$ cat src/rtl/labft_error_reporter.sv
// labft_error_reporter
// Takes a snapshot of the detector's sticky error vector and hands each set bit
// to the host as one (group, lane) record over a valid/ack handshake. irq stays
// high for the whole episode. When the host clears, a one-cycle interrupt pulse
// goes back to the detector. The block then re-arms once the detector's vector
// has returned to zero.
//
// Optional feature: define LABFT_ERR_COUNT_EN to build the saturating episode
// counter. When the macro is undefined, err_count is tied to zero.
//
// Ports:
//   clk        in   sole clock, rising edge
//   rst        in   asynchronous active-high reset
//   error      in   detector vector {abcd, e, w, x, y, z}, z in the low lanes
//   rd_ack     in   host accepts the current record
//   clear      in   host ends the episode
//   irq        out  error episode active
//   rd_valid   out  record valid
//   rd_group   out  record group (0=z .. 5=abcd)
//   rd_lane    out  record lane within the group
//   done       out  all records delivered
//   interrupt  out  one-cycle pulse back to the detector
//   err_count  out  saturating episode count
module labft_error_reporter #(
    parameter int unsigned arraySize = 4,
    parameter int unsigned CNT_W     = 8,
    localparam int unsigned LANE_W   = ($clog2(arraySize) > 0) ? $clog2(arraySize) : 1
) (
    input  logic                   clk,
    input  logic                   rst,
    input  logic [6*arraySize-1:0] error,
    input  logic                   rd_ack,
    input  logic                   clear,
    output logic                   irq,
    output logic                   rd_valid,
    output logic [2:0]             rd_group,
    output logic [LANE_W-1:0]      rd_lane,
    output logic                   done,
    output logic                   interrupt,
    output logic [CNT_W-1:0]       err_count
);

    localparam int unsigned ERR_W = 6 * arraySize;

    typedef enum logic [2:0] {
        S_IDLE    = 3'd0,
        S_SCAN    = 3'd1,
        S_READY   = 3'd2,
        S_DONE    = 3'd3,
        S_RELEASE = 3'd4,
        S_WAIT    = 3'd5
    } state_t;

    state_t             state;
    state_t             state_next;
    logic [ERR_W-1:0]   pending;
    logic [ERR_W-1:0]   sel_mask;
    logic [ERR_W-1:0]   remaining;
    logic [ERR_W-1:0]   low_mask;
    logic [2:0]         enc_group;
    logic [LANE_W-1:0]  enc_lane;
    logic               start;

    assign start     = (state == S_IDLE) && (error != '0);
    assign remaining = pending & ~sel_mask;

    // Lowest set bit of pending: iterate downward so the lowest index wins.
    always_comb begin
        enc_group = '0;
        enc_lane  = '0;
        low_mask  = '0;
        for (int i = int'(ERR_W) - 1; i >= 0; i--) begin
            if (pending[i]) begin
                enc_group = 3'(i / int'(arraySize));
                enc_lane  = LANE_W'(i % int'(arraySize));
                low_mask  = ERR_W'(1) << i;
            end
        end
    end

    // State register
    always_ff @(posedge clk or posedge rst) begin
        if (rst) begin
            state <= S_IDLE;
        end else begin
            state <= state_next;
        end
    end

    // Next-state logic; rd_ack takes priority over clear because clear only matters in DONE
    always_comb begin
        state_next = state;
        case (state)
            S_IDLE:    if (error != '0) state_next = S_SCAN;
            S_SCAN:    state_next = S_READY;
            S_READY:   if (rd_ack) state_next = (remaining == '0) ? S_DONE : S_SCAN;
            S_DONE:    if (clear) state_next = S_RELEASE;
            S_RELEASE: state_next = S_WAIT;
            S_WAIT:    if (error == '0) state_next = S_IDLE;
            default:   state_next = S_IDLE;
        endcase
    end

    // Outputs decoded from the registered state only
    always_comb begin
        irq       = 1'b0;
        rd_valid  = 1'b0;
        done      = 1'b0;
        interrupt = 1'b0;
        case (state)
            S_SCAN:    irq = 1'b1;
            S_READY:   begin irq = 1'b1; rd_valid  = 1'b1; end
            S_DONE:    begin irq = 1'b1; done      = 1'b1; end
            S_RELEASE: begin irq = 1'b1; interrupt = 1'b1; end
            default:   ;
        endcase
    end

    // Snapshot, record registers and retirement of acknowledged bits
    always_ff @(posedge clk or posedge rst) begin
        if (rst) begin
            pending  <= '0;
            sel_mask <= '0;
            rd_group <= '0;
            rd_lane  <= '0;
        end else begin
            if (start) begin
                pending <= error;
            end else if ((state == S_READY) && rd_ack) begin
                pending <= remaining;
            end
            if (state == S_SCAN) begin
                sel_mask <= low_mask;
                rd_group <= enc_group;
                rd_lane  <= enc_lane;
            end
        end
    end

`ifdef LABFT_ERR_COUNT_EN
    // Episode counter, holds at all-ones
    always_ff @(posedge clk or posedge rst) begin
        if (rst) begin
            err_count <= '0;
        end else if (start && (err_count != '1)) begin
            err_count <= err_count + CNT_W'(1);
        end
    end
`else
    assign err_count = '0;
`endif

endmodule

$ cat config.mk
export PLATFORM = sky130hd
export DESIGN_NAME = labft_error_reporter
export DESIGN_NICKNAME = d
export VERILOG_FILES = /design/src/rtl/labft_error_reporter.sv
export SDC_FILE = /design/constraint.sdc
export NUM_CORES = 1
export LEC_CHECK = 0
export ABC_AREA = 1
export CAP_MARGIN = 10
export CORE_MARGIN = 4
export CORE_UTILIZATION = 40
export CTS_CLUSTER_SIZE = 8
export DETAILED_ROUTE_END_ITERATION = 8
export PLACE_DENSITY = 0.67
export SYNTH_ARGS = -nofsm -noshare
export SYNTH_HDL_FRONTEND = slang
export SYNTH_SLANG_ARGS = --single-unit
$ cat constraint.sdc
create_clock -name clk -period 1.8 [get_ports clk]
set_clock_uncertainty 0.1 [all_clocks]
set_input_delay 0.18 -clock clk [delete_from_list [all_inputs] [get_ports clk]]
set_output_delay 0.18 -clock clk [all_outputs]
set_load 0.02 [all_outputs]
==> out/summary.txt, run 1 <==
Cell count after synthesis: 375
Die width: 94.2 µm
Worst-Skew Late Latency: 0.31 ns
Leading area contributor after synthesis: dfrtp_1
CP Max Fanout: 6
# hold bufs at CTS: 0
Type of element launching the critical path: flip-flop
Seq/Total Area, Yosys: 47.2%
Flop and latch count out of synthesis: 56
Grt ovf: 0
Final hold vios: 0
Largest net degree at the start of global routing: 43
DP Area: 0.00376 mm²
Post-DRT Antenna Nets: 0
Delay-heaviest family, CP: flip-flops
PortBufs: 36
TritonCTS Buffers: 5
H-tree levels: 2
Vias in the first global route: 2796
Final period util: 96.4%
Die Area: 0.00887 mm²
Post-layout instance area: 0.00402 mm²
Clock sink total: 56
Largest vdd supply drop: 0.593 mV
CP Cell Sequence: nor3_2 -> buf_4 -> dlygate4sd2_1
Placed cells: 550
CTS Buffer Depth: 2
Drt initial violations: 239
GRT Total Usage: 19.2%
WL per Instance: 14.5 µm
Final min period: 1.73 ns
Worst r2r src: state[2]$_DFFE_PP0P_
Main synth FF type: dfrtp_1
Share of cells above drive strength 1: 20.1%
Slowest CP cell: dfrtp_2
RSZ-0062 raised after global routing: yes
Crit-path max cell delay: 0.48 ns
Reg2Reg Depth: 8
Synth warn: 0
Io pins: 45
DRC viols: 0
FF-to-FF End: sel_mask[18]$_DFFE_PP0P_
Initial antenna violation count: 0
Required @ worst endpoint: 1.52 ns
Pins over their slew limit: 0
Leakage: 0.00192 µW
Synth top area share: 47.2%
WHS: 0.0391 ns
Vias per cell: 5.17
Post-detail-place hpwl: 6.21 mm
Post-Route WL: 8.22 mm
Mapped cell area: 0.00297 mm²
Most area-consuming cells after synthesis: dfrtp_1 (47%), nand2_1 (12%), inv_1 (7.1%), o221ai_1 (5.3%), nor2_1 (5.1%)
N_diodes: 0
Max Freq: 577 MHz
Worst path bufs/invs: 2
First-pass GRT wire length: 13.4 mm
CTS root buffer: clkbuf_8
Final setup viols: 0
Yosys cell types: 31
Rows: 31
Total power after layout: 6380 µW
Core footprint: 0.00721 mm²
Gp weighted congestion: 0.937
Setup TNS: 0 ns
Max_cap viols: 0
Layout area overhead: 35.4%
Layout Cells excl Fill: 567
Crit path DAT: 1.45 ns
DR vias: 2931
Worst Hold Class: in2async
CP Capture Type: primary output
Synthesized area per cell: 7.92 µm²
Status: complete, no violations
Die Height: 94.2 µm
FF-to-FF setup slack: 0.07 ns
Kind of critical path: reg2out
P per Cell Area: 1590 mW/mm²
CTS tree: built
Async set or reset register ratio after synthesis: 100%
# nets final: 495
Post-synth EDFFs: 0
Clock-pin transition on the worst setup and hold timing paths: 0.11 ns
Initial Utilization: 41.2%
Pre-Repair DR Iteration Count: 4
synthesized netlist by cell type (all sizes together) (2+ instances only):
| cell type | n |
|---|---|
| nand2 | 95 |
| nor2 | 43 |
| nand4 | 10 |
| dfrtp | 56 |
| o41ai | 3 |
| a32o | 4 |
| o21ai | 16 |
| a21oi | 4 |
| nor3 | 14 |
| inv | 58 |
| o211ai | 6 |
| buf | 14 |
| o221ai | 18 |
| o22ai | 3 |
| o32ai | 3 |
| nor4 | 6 |
| clkbuf | 2 |
| nand3 | 14 |
logic make-up (layout without fill, tap and decap cells):
kind of cell	after synthesis	in the layout	synth area share, %
simple gates	184	184	27.2
other cells	1	8	0.126
buf+inv	74	160	10.8
flops	56	56	47.2
compound gates	60	60	14.7
worst max path at each step:
| stage | start | depth (start not counted) | slack, ns | endpoint |
|---|---|---|---|---|
| after floorplan | state[2]$_DFFE_PP0P_ | 7 | 0.07 | pending[2]$_DFFE_PP0P_ |
| after global placement | error[8] | 8 | -0.36 | state[0]$_DFFE_PP0P_ |
| after detailed placement | error[8] | 8 | -0.41 | state[0]$_DFFE_PP0P_ |
| after CTS | state[0]$_DFFE_PP0P_ | 5 | 0.007 | irq |
| after global routing | pending[21]$_DFFE_PP0P_ | 18 | -0.04 | rd_lane[0]$_DFFE_PP0P_ |
| final | state[0]$_DFFE_PP0P_ | 3 | 0.07 | interrupt |
state kept, by name, indices dropped and copies added, names as in the netlist:
signal and cells:
rd_group 3, state 3, sel_mask 24, pending 24
rd_lane 2
power by group:
| part | leakage [µW] | switching [µW] | internal, µW | total (µW) |
|---|---|---|---|---|
| Clock | 0.0000614 | 428 | 456 | 884 |
| Combinational | 0.00113 | 2060 | 1380 | 3440 |
| Sequential | 0.000728 | 386 | 1680 | 2060 |
| Total | 0.00192 | 2880 | 3510 | 6380 |
metal layers:
metal	vias to the layer above	GRT usage, %	share of wire [%]
met5	-	0	0
met4	0	5.66	1.2
met3	11	2.72	5.4
met2	99	32.4	49
met1	1393	25.4	44
li1	1428	-	-
what timing repair did:
action | 4_1_cts | 5_1_grt
pin swaps | 1 | 4
resized for setup | 10 | 26
endpoints found under the setup margin | 19 | 40
buffers inserted | 0 | 9
stage by stage:
| step | setup WS, ns | utilization (%) |
|---|---|---|
| finish | 0.0657 | 55.7 |
| global route | -0.0379 | 55.7 |
| CTS | 0.00729 | 54.0 |
| detailed placement | -0.407 | 52.1 |
| global placement | -0.362 | 52.1 |
| floorplan | 0.0712 | - |
area by class of cell:
cell class | instances | area [µm²]
clock buffers | 6 | 82.6
clock inverters | 2 | 38.8
fillers | 684 | 3190
inverters | 58 | 218
multi-input cells | 252 | 1350
flip-flops and latches | 56 | 1400
well taps | 99 | 124
repair buffers | 94 | 805
placed cells by master (no fill, tap or decap), drive strengths merged:
| master | n |
|---|---|
| a21oi | 4 |
| a22o | 1 |
| a31oi | 1 |
| a32o | 4 |
| and2 | 1 |
| buf | 58 |
| bufinv | 1 |
| clkbuf | 8 |
| clkdlybuf4s50 | 30 |
| clkinv | 1 |
| conb | 8 |
| dfrtp | 56 |
| dlygate4sd2 | 2 |
| dlymetal6s2s | 2 |
| inv | 58 |
| nand2 | 95 |
| nand3 | 14 |
| nand4 | 10 |
| nor2 | 43 |
| nor3 | 14 |
| nor4 | 6 |
| o211ai | 6 |
| o21a | 1 |
| o21ai | 16 |
| o221ai | 18 |
| o22ai | 3 |
| o32ai | 3 |
| o41ai | 3 |
| or2 | 1 |
Note: power is estimated with default switching activity, not from simulation.
==> inputs of run 2 (changes only) <==
--- a/config.mk
+++ b/config.mk
@@ -12,6 +12,7 @@
 export CTS_CLUSTER_SIZE = 8
 export DETAILED_ROUTE_END_ITERATION = 8
 export PLACE_DENSITY = 0.67
+export SKIP_LAST_GASP = 1
 export SYNTH_ARGS = -nofsm -noshare
 export SYNTH_HDL_FRONTEND = slang
 export SYNTH_SLANG_ARGS = --single-unit
==> run 2 against run 1 <==
Non-clock buffer count stayed put. Sequential cell count unchanged. Power hardly changed. Via count up 0.24%. Die area is the same. Critical endpoint unchanged.
==> out/summary.txt, run 2 (same netlist as run 1, synthesis figures left out) <==
Status: complete, no violations
Leakage: 0.00192 µW
Post-Route WL: 8.23 mm
H-tree levels: 2
Io pins: 45
N_diodes: 0
CP Max Fanout: 6
Drt initial violations: 211
Worst Hold Class: in2async
DR vias: 2938
CTS Buffer Depth: 2
Finished Core Util: 55.7%
First-pass GRT wire length: 13.4 mm
Post-layout instance area: 0.00402 mm²
Share of cells above drive strength 1: 20.5%
CTS root buffer: clkbuf_8
Largest registers: pending x24, sel_mask x24
Grt ovf: 0
Final min period: 1.74 ns
P per Cell Area: 1590 mW/mm²
DP Area: 0.00376 mm²
Max_cap viols: 0
RSZ-0062 raised after global routing: yes
DRC viols: 0
Largest vdd supply drop: 0.593 mV
Final worst slack: 0.0647 ns
Post-DRT Antenna Nets: 0
TritonCTS Buffers: 5
Delay-heaviest family, CP: flip-flops
# nets final: 495
Initial antenna violation count: 0
Vias per cell: 5.18
Worst slack at placement: -0.407 ns
Crit path DAT: 1.46 ns
Final period util: 96.4%
Worst path bufs/invs: 2
Layout area overhead: 35.3%
Post-detail-place hpwl: 6.21 mm
Vias in the first global route: 2797
Max Freq: 576 MHz
GRT Total Usage: 19.2%
Most common cell after layout, fill and taps aside: nand2_1
Rows: 31
Pre-Repair DR Iteration Count: 5
Worst-Skew Late Latency: 0.31 ns
Final setup viols: 0
Slowest CP cell: dfrtp_2
# fillers: 684
Required @ worst endpoint: 1.52 ns
Final hold vios: 0
Crit-path max cell delay: 0.47 ns
Clock sink total: 56
Gp weighted congestion: 0.937
CP Capture Type: primary output
Largest net degree at the start of global routing: 43
Core footprint: 0.00721 mm²
Commonest cells after routing, fill and taps aside: nand2_1 (92), buf_4 (56), dfrtp_1 (54), inv_1 (53), nor2_1 (36)
Die width: 94.2 µm
PortBufs: 36
Initial Utilization: 41.2%
Type of element launching the critical path: flip-flop
Die Area: 0.00887 mm²
Kind of critical path: reg2out
Clock-pin transition on the worst setup and hold timing paths: 0.11 ns
CP Cell Sequence: nor3_2 -> buf_4 -> dlygate4sd2_1
Die Height: 94.2 µm
Pins over their slew limit: 0
CTS tree: built
WL per Instance: 14.5 µm
run 2: cell count changes in the layout (fill, tap and decap cells not counted):
cell           previous run  this run
dlygate4sd2_1             2         1
o21ai_1                   3         2
o21ai_0                  12        13
clkbuf_2                  2         3
inv_2                     4         5
inv_1                    54        53
run 2: worst register-to-register path: stages, from the launching register on:
cell and delay (ns):
dfrtp_1 0.41, buf_4 0.15, nor3_4 0.18, buf_4 0.15
nand2_4 0.06, nor2_4 0.21, inv_2 0.09, buf_4 0.14
o21ai_0 0.15
run 2: layout make-up:
type                    instances  area (µm²)  area share [%]
flip-flops and latches         56        1400            34.9
multi-input cells             252        1350            33.6
repair buffers                 94         801            19.9
inverters                      58         218            5.42
well taps                      99         124            3.08
clock buffers                   6        82.6            2.06
clock inverters                 2        38.8           0.965
run 2: layer usage:
| metal | vias to the layer above | share of wire, % | track usage (%) |
|---|---|---|---|
| li1 | 1426 | - | - |
| met1 | 1403 | 45 | 25.4 |
| met2 | 100 | 49 | 32.4 |
| met3 | 9 | 4.9 | 2.72 |
| met4 | 0 | 0.96 | 5.66 |
| met5 | - | 0 | 0 |
run 2: worst paths after layout:
kind | slack [ns] | startpoint | cells after the start | to
setup / recovery | 0.06 | state[0]$_DFFE_PP0P_ | 3 | interrupt
hold / removal | 0.04 | rst | 2 | sel_mask[5]$_DFFE_PP0P_
setup reg to reg | 0.08 | state[2]$_DFFE_PP0P_ | 8 | sel_mask[18]$_DFFE_PP0P_
hold reg to reg | 0.39 | rd_lane[1]$_DFFE_PP0P_ | 2 | rd_lane[1]$_DFFE_PP0P_
max in group asynchronous | 1.01 | rst | 3 | state[0]$_DFFE_PP0P_
min in group clk | 0.11 | error[9] | 3 | pending[9]$_DFFE_PP0P_
run 2: power breakdown:
group | leakage (µW) | total [µW] | internal (µW) | switching (µW)
sequential | 0.000728 | 2060 | 1680 | 384
combinational | 0.00113 | 3440 | 1370 | 2070
clock | 0.0000614 | 878 | 456 | 422
run 2: through the flow:
| step | std cells | hold slack [ns] | setup TNS [ns] | total power, µW |
|---|---|---|---|---|
| 4_1_cts | 558 | 0.0517 | -0.0419 | 6150 |
| 3_5_place_dp | 550 | 0.369 | -9.01 | 5280 |
| 5_1_grt | 567 | 0.0553 | -0.0789 | 6880 |
| 6_report | 567 | 0.0386 | 0 | 6380 |
| 2_1_floorplan | 382 | 0.207 | 0 | 4030 |
| 3_3_place_gp | 550 | 0.361 | -7.52 | 5220 |
run 2: what timing repair did:
action | CTS | global route
endpoints found under the setup margin | 19 | 36
pin swaps | 1 | 4
setup buffers | 0 | 9
hold buffers | 0 | 0
resized for setup | 9 | 29
==> RTL edit 1 (flow settings as in run 1) <==
The parameter `arraySize` goes from 4 to 8.
--- a/src/rtl/labft_error_reporter.sv
+++ b/src/rtl/labft_error_reporter.sv
@@ -22,7 +22,7 @@
 //   interrupt  out  one-cycle pulse back to the detector
 //   err_count  out  saturating episode count
 module labft_error_reporter #(
-    parameter int unsigned arraySize = 4,
+    parameter int unsigned arraySize = 8,
     parameter int unsigned CNT_W     = 8,
     localparam int unsigned LANE_W   = ($clog2(arraySize) > 0) ? $clog2(arraySize) : 1
 ) (
Ports: changed (resized error and rd_lane); port bits go from 45 to 70. The function was not compared with the original's and may differ.
==> RTL edit 1 against run 1 <==
  * The run now ends with setup timing left
  * Die area is 82% higher
  * Sequential cell count rose by 49
  * Wire length grew to 2.7 times the old value
  * Worst setup slack lost 0.67 ns
  * Area after synthesis grew 91%
  * Power rose by 150%
  * Final area up 130%
  * Clock power rose to 2.6 times the old value
==> RTL edit 1: results (changes against run 1) <==
Routing:
- The routed length on met1 came to 8.829 mm (+150%).
- The average routed wire per standard cell came to 18.32 um (+26%).
- The number of detailed-routing iterations run before antenna repair was 5 (+1).
- The number of DRC markers in iteration 0 came to 645 (+170%).

Yosys:
- The compound-cell area share of the yosys netlist is 0.1596 (+0.01254).
- The count of distinct cell types in the synthesized netlist is 33 (+6.5%).
- The sequential-to-total area share from yosys stat is 0.4630 (-0.009013).
- The commonest cells after synthesis are 166 x sky130_fd_sc_hd__nand2_1, 124 x sky130_fd_sc_hd__inv_1, 105 x sky130_fd_sc_hd__dfrtp_1, 84 x sky130_fd_sc_hd__nor2_1, 41 x sky130_fd_sc_hd__o221ai_1.

Power:
- The combinational power is 9740 uW (+180%).
- The fraction of power spent switching nets is 0.4381 (-0.01243).
- The peak supply drop is 0.9551 mV (+61%).
- The power of the clock network is 2320 uW (+160%).
- The total sequential power is 3650 uW (+77%).

Setup path:
- Following the worst setup path forward leads to its endpoint at rd_lane[0]$_DFFE_PP0P_.
- On the critical path, the stage with the largest delay is an instance of sky130_fd_sc_hd__dfrtp_1.

STA:
- The post-route worst hold slack is 0.01530 ns (-0.02379 ns).
- The number of setup violations in the final report is 38 (+38).
- The final worst setup slack is -0.6055 ns (-0.6712 ns).

Place:
- The routability congestion estimate is 0.9468 (+1.0%).
- The post-detailed-placement cell area was 0.008074 mm2 (+110%).

Clock network:
- The clock transition at the registers of the reported paths is 0.07 ns (-0.04 ns).
- The TritonCTS buffer count is 9 (+4).
- The cell sitting at the root of the clock tree is a sky130_fd_sc_hd__clkbuf_16.

Final layout:
- The net count of the finished layout came to 1,076 (+120%).

Run status:
- The run finished, with violations left.
- The checks that failed: setup timing.

Global routing:
- The global routing usage on met1 is 0.3350 (+0.08103).
- The met2 layer usage reported by global route came to 0.4377 (+0.1133).
- The number of global-route vias before repair is 6,750 (+140%).
[RTL edit 1: cell types whose count changed after synthesis, moves of 9 or more]
cell | run 1 | this run
sky130_fd_sc_hd__clkbuf_1 | 2 | 17
sky130_fd_sc_hd__dfrtp_1 | 56 | 105
sky130_fd_sc_hd__inv_1 | 56 | 124
sky130_fd_sc_hd__nand2_1 | 94 | 166
sky130_fd_sc_hd__nand3_1 | 14 | 25
sky130_fd_sc_hd__nand4_1 | 10 | 25
sky130_fd_sc_hd__nor2_1 | 40 | 84
sky130_fd_sc_hd__nor4_1 | 6 | 15
sky130_fd_sc_hd__o221ai_1 | 18 | 41
[RTL edit 1: cell type report]
| type | instances | area [um2] |
|---|---|---|
| Inverter | 129 | 500.5 |
| Fill cell | 1051 | 4563 |
| Clock buffer | 11 | 242.7 |
| Clock inverter | 5 | 102.6 |
| Sequential cell | 105 | 2628 |
| Multi-Input combinational cell | 475 | 3176 |
| Tap cell | 180 | 225.2 |
| Timing Repair Buffer | 304 | 2444 |
==> RTL edit 2 (flow settings as in run 1) <==
Without the edit above. Put a register stage on the output `irq`, cleared by the reset. The value now appears one clock later. The other outputs are not delayed to match.
--- a/src/rtl/labft_error_reporter.sv
+++ b/src/rtl/labft_error_reporter.sv
@@ -51,6 +51,8 @@
         S_WAIT    = 3'd5
     } state_t;
 
+    logic irq_d;
+
     state_t             state;
     state_t             state_next;
     logic [ERR_W-1:0]   pending;
@@ -103,15 +105,15 @@
 
     // Outputs decoded from the registered state only
     always_comb begin
-        irq       = 1'b0;
+        irq_d     = 1'b0;
         rd_valid  = 1'b0;
         done      = 1'b0;
         interrupt = 1'b0;
         case (state)
-            S_SCAN:    irq = 1'b1;
-            S_READY:   begin irq = 1'b1; rd_valid  = 1'b1; end
-            S_DONE:    begin irq = 1'b1; done      = 1'b1; end
-            S_RELEASE: begin irq = 1'b1; interrupt = 1'b1; end
+            S_SCAN:    irq_d = 1'b1;
+            S_READY:   begin irq_d = 1'b1; rd_valid  = 1'b1; end
+            S_DONE:    begin irq_d = 1'b1; done      = 1'b1; end
+            S_RELEASE: begin irq_d = 1'b1; interrupt = 1'b1; end
             default:   ;
         endcase
     end
@@ -150,5 +152,13 @@
     assign err_count = '0;
 `endif
 
+    always_ff @(posedge clk or posedge rst) begin
+        if (rst) begin
+            irq <= '0;
+        end else begin
+            irq <= irq_d;
+        end
+    end
+
 endmodule
 
Formal check against the unedited RTL: not equivalent (a bounded check fails within 4 cycles, from zero or initial values and one cycle with rst high).
==> RTL edit 2 against run 1 <==
  * Global-route usage grew 2.1 points
  * Largest cell class is now multi-input combinational cells
  * Synthesized cell count grew 0.27%
  * Core utilization grew 3.5 points
  * Sequential cell count grew 1
  * Largest power group unchanged
  * Final area grew 7.4%
  * Worst setup slack lost 0.027 ns
  * Wire length grew 16%
  * Power grew 13%
  * Area after synthesis grew 1.4%
  * Hold slack lost 0.020 ns
==> RTL edit 2: results (changes against run 1) <==
Run status:
- The run finished with clean final reports.

Setup path:
- The register-to-register setup slack is 0.04 ns (-0.03 ns).
- Following the worst setup path forward leads to its endpoint at sel_mask[11]$_DFFE_PP0P_.
- The longest individual stage delay on the worst path is 0.39 ns (-0.09 ns).
- In this design, the largest share of critical-path delay is due to simple AND/OR/NAND/NOR gates.
- The maximum fanout along the worst path was 4 (-2).
- The timing startpoint of the critical path is state[1]$_DFFE_PP0P_.

Routing:
- The routed length on met1 is 4.112 mm (+14%).
- The post-detailed-route via-to-cell ratio is 5.393 (+4.3%).
- The met2 wire length was 4.383 mm (+7.7%).
- The average routed wire per standard cell came to 16.48 um (+14%).
- The number of DRC markers in iteration 0 is 278 (+16%).

Global routing:
- The global routing usage summed across all routing layers is 0.2124 (+0.02064).
- The first-pass GRT wire length is 14.62 mm (+9.2%).
- The global routing usage on met3 came to 0.03825 (+0.01100).
- The number of global-route vias before repair is 2,992 (+7.0%).
- The global routing usage on met1 is 0.2981 (+0.04422).

Yosys:
- The count of distinct cell types in the synthesized netlist came to 34 (+9.7%).
- The compound-cell area share of the yosys netlist was 0.1545 (+0.007478).
- The share of synthesized flip-flops with an asynchronous set or reset is 1.000 (unchanged).
- Yosys attributes the largest share of cell area to sky130_fd_sc_hd__dfrtp_1 47%, sky130_fd_sc_hd__nand2_1 11%, sky130_fd_sc_hd__inv_1 5.9%, sky130_fd_sc_hd__nor2_1 5.4%, sky130_fd_sc_hd__o221ai_1 3.8%.
- The sequential-to-total area share from yosys stat came to 0.4736 (+0.001642).

Power:
- The combinational group share of total power came to 0.557 (+0.018).
- The total sequential power is 2100 uW (+2%).
- The peak supply drop is 0.6096 mV (+2.8%).
- The static leakage power is 0.002131 uW (+11%).

Clock network:
- The maximum level of the CTS H-tree is 3 (+1).
- The TritonCTS buffer count is 9 (+4).
- The clock transition at the registers of the reported paths came to 0.07 ns (-0.04 ns).
- The post-CTS setup buffer count came to 2 (+2).
- The source-to-sink clock delay at the later pin of the worst-skew pair came to 0.35 ns (+0.04 ns).
- The count of cells resized by post-cts repair is 8 (-2).

Hold path:
- The path category of the worst min-delay check is in -> reg.

Final layout:
- The net count of the finished layout is 504 (+1.8%).
- The filler cell count is 668 (-2.3%).

STA:
- The post-route worst hold slack is 0.01868 ns (-0.02041 ns).
RTL edit 2: metrics by stage:
step	area (um2)	std cells	setup WS, ns	power [uW]
after floorplan	3038	383	0.1046	4049
after global placement	3854	553	-0.2489	5341
after detailed placement	3854	553	-0.3476	5418
after CTS	4045	571	0.007520	6544
after global routing	4320	580	-0.06525	7697
final	4320	580	0.03876	7201
RTL edit 2: final cells by class:
| type | count | area [um2] | share of cell area |
|---|---|---|---|
| inverter | 50 | 192.7 | 0.04460 |
| multi-input combinational | 259 | 1439 | 0.3330 |
| clock buffer | 13 | 158.9 | 0.03678 |
| tap | 99 | 123.9 | 0.02867 |
| sequential | 57 | 1429 | 0.3307 |
| timing repair buffer | 99 | 962.2 | 0.2227 |
| clock inverter | 3 | 15.01 | 0.003475 |
RTL edit 2: cells by family (layout without fill, tap and decap cells):
family	count (synthesis)	count (layout)
AND/OR/NAND/NOR	188	188
AO/OA/AOI/OAI	63	63
buffers and inverters	67	165
flip-flops	57	57
other	1	8
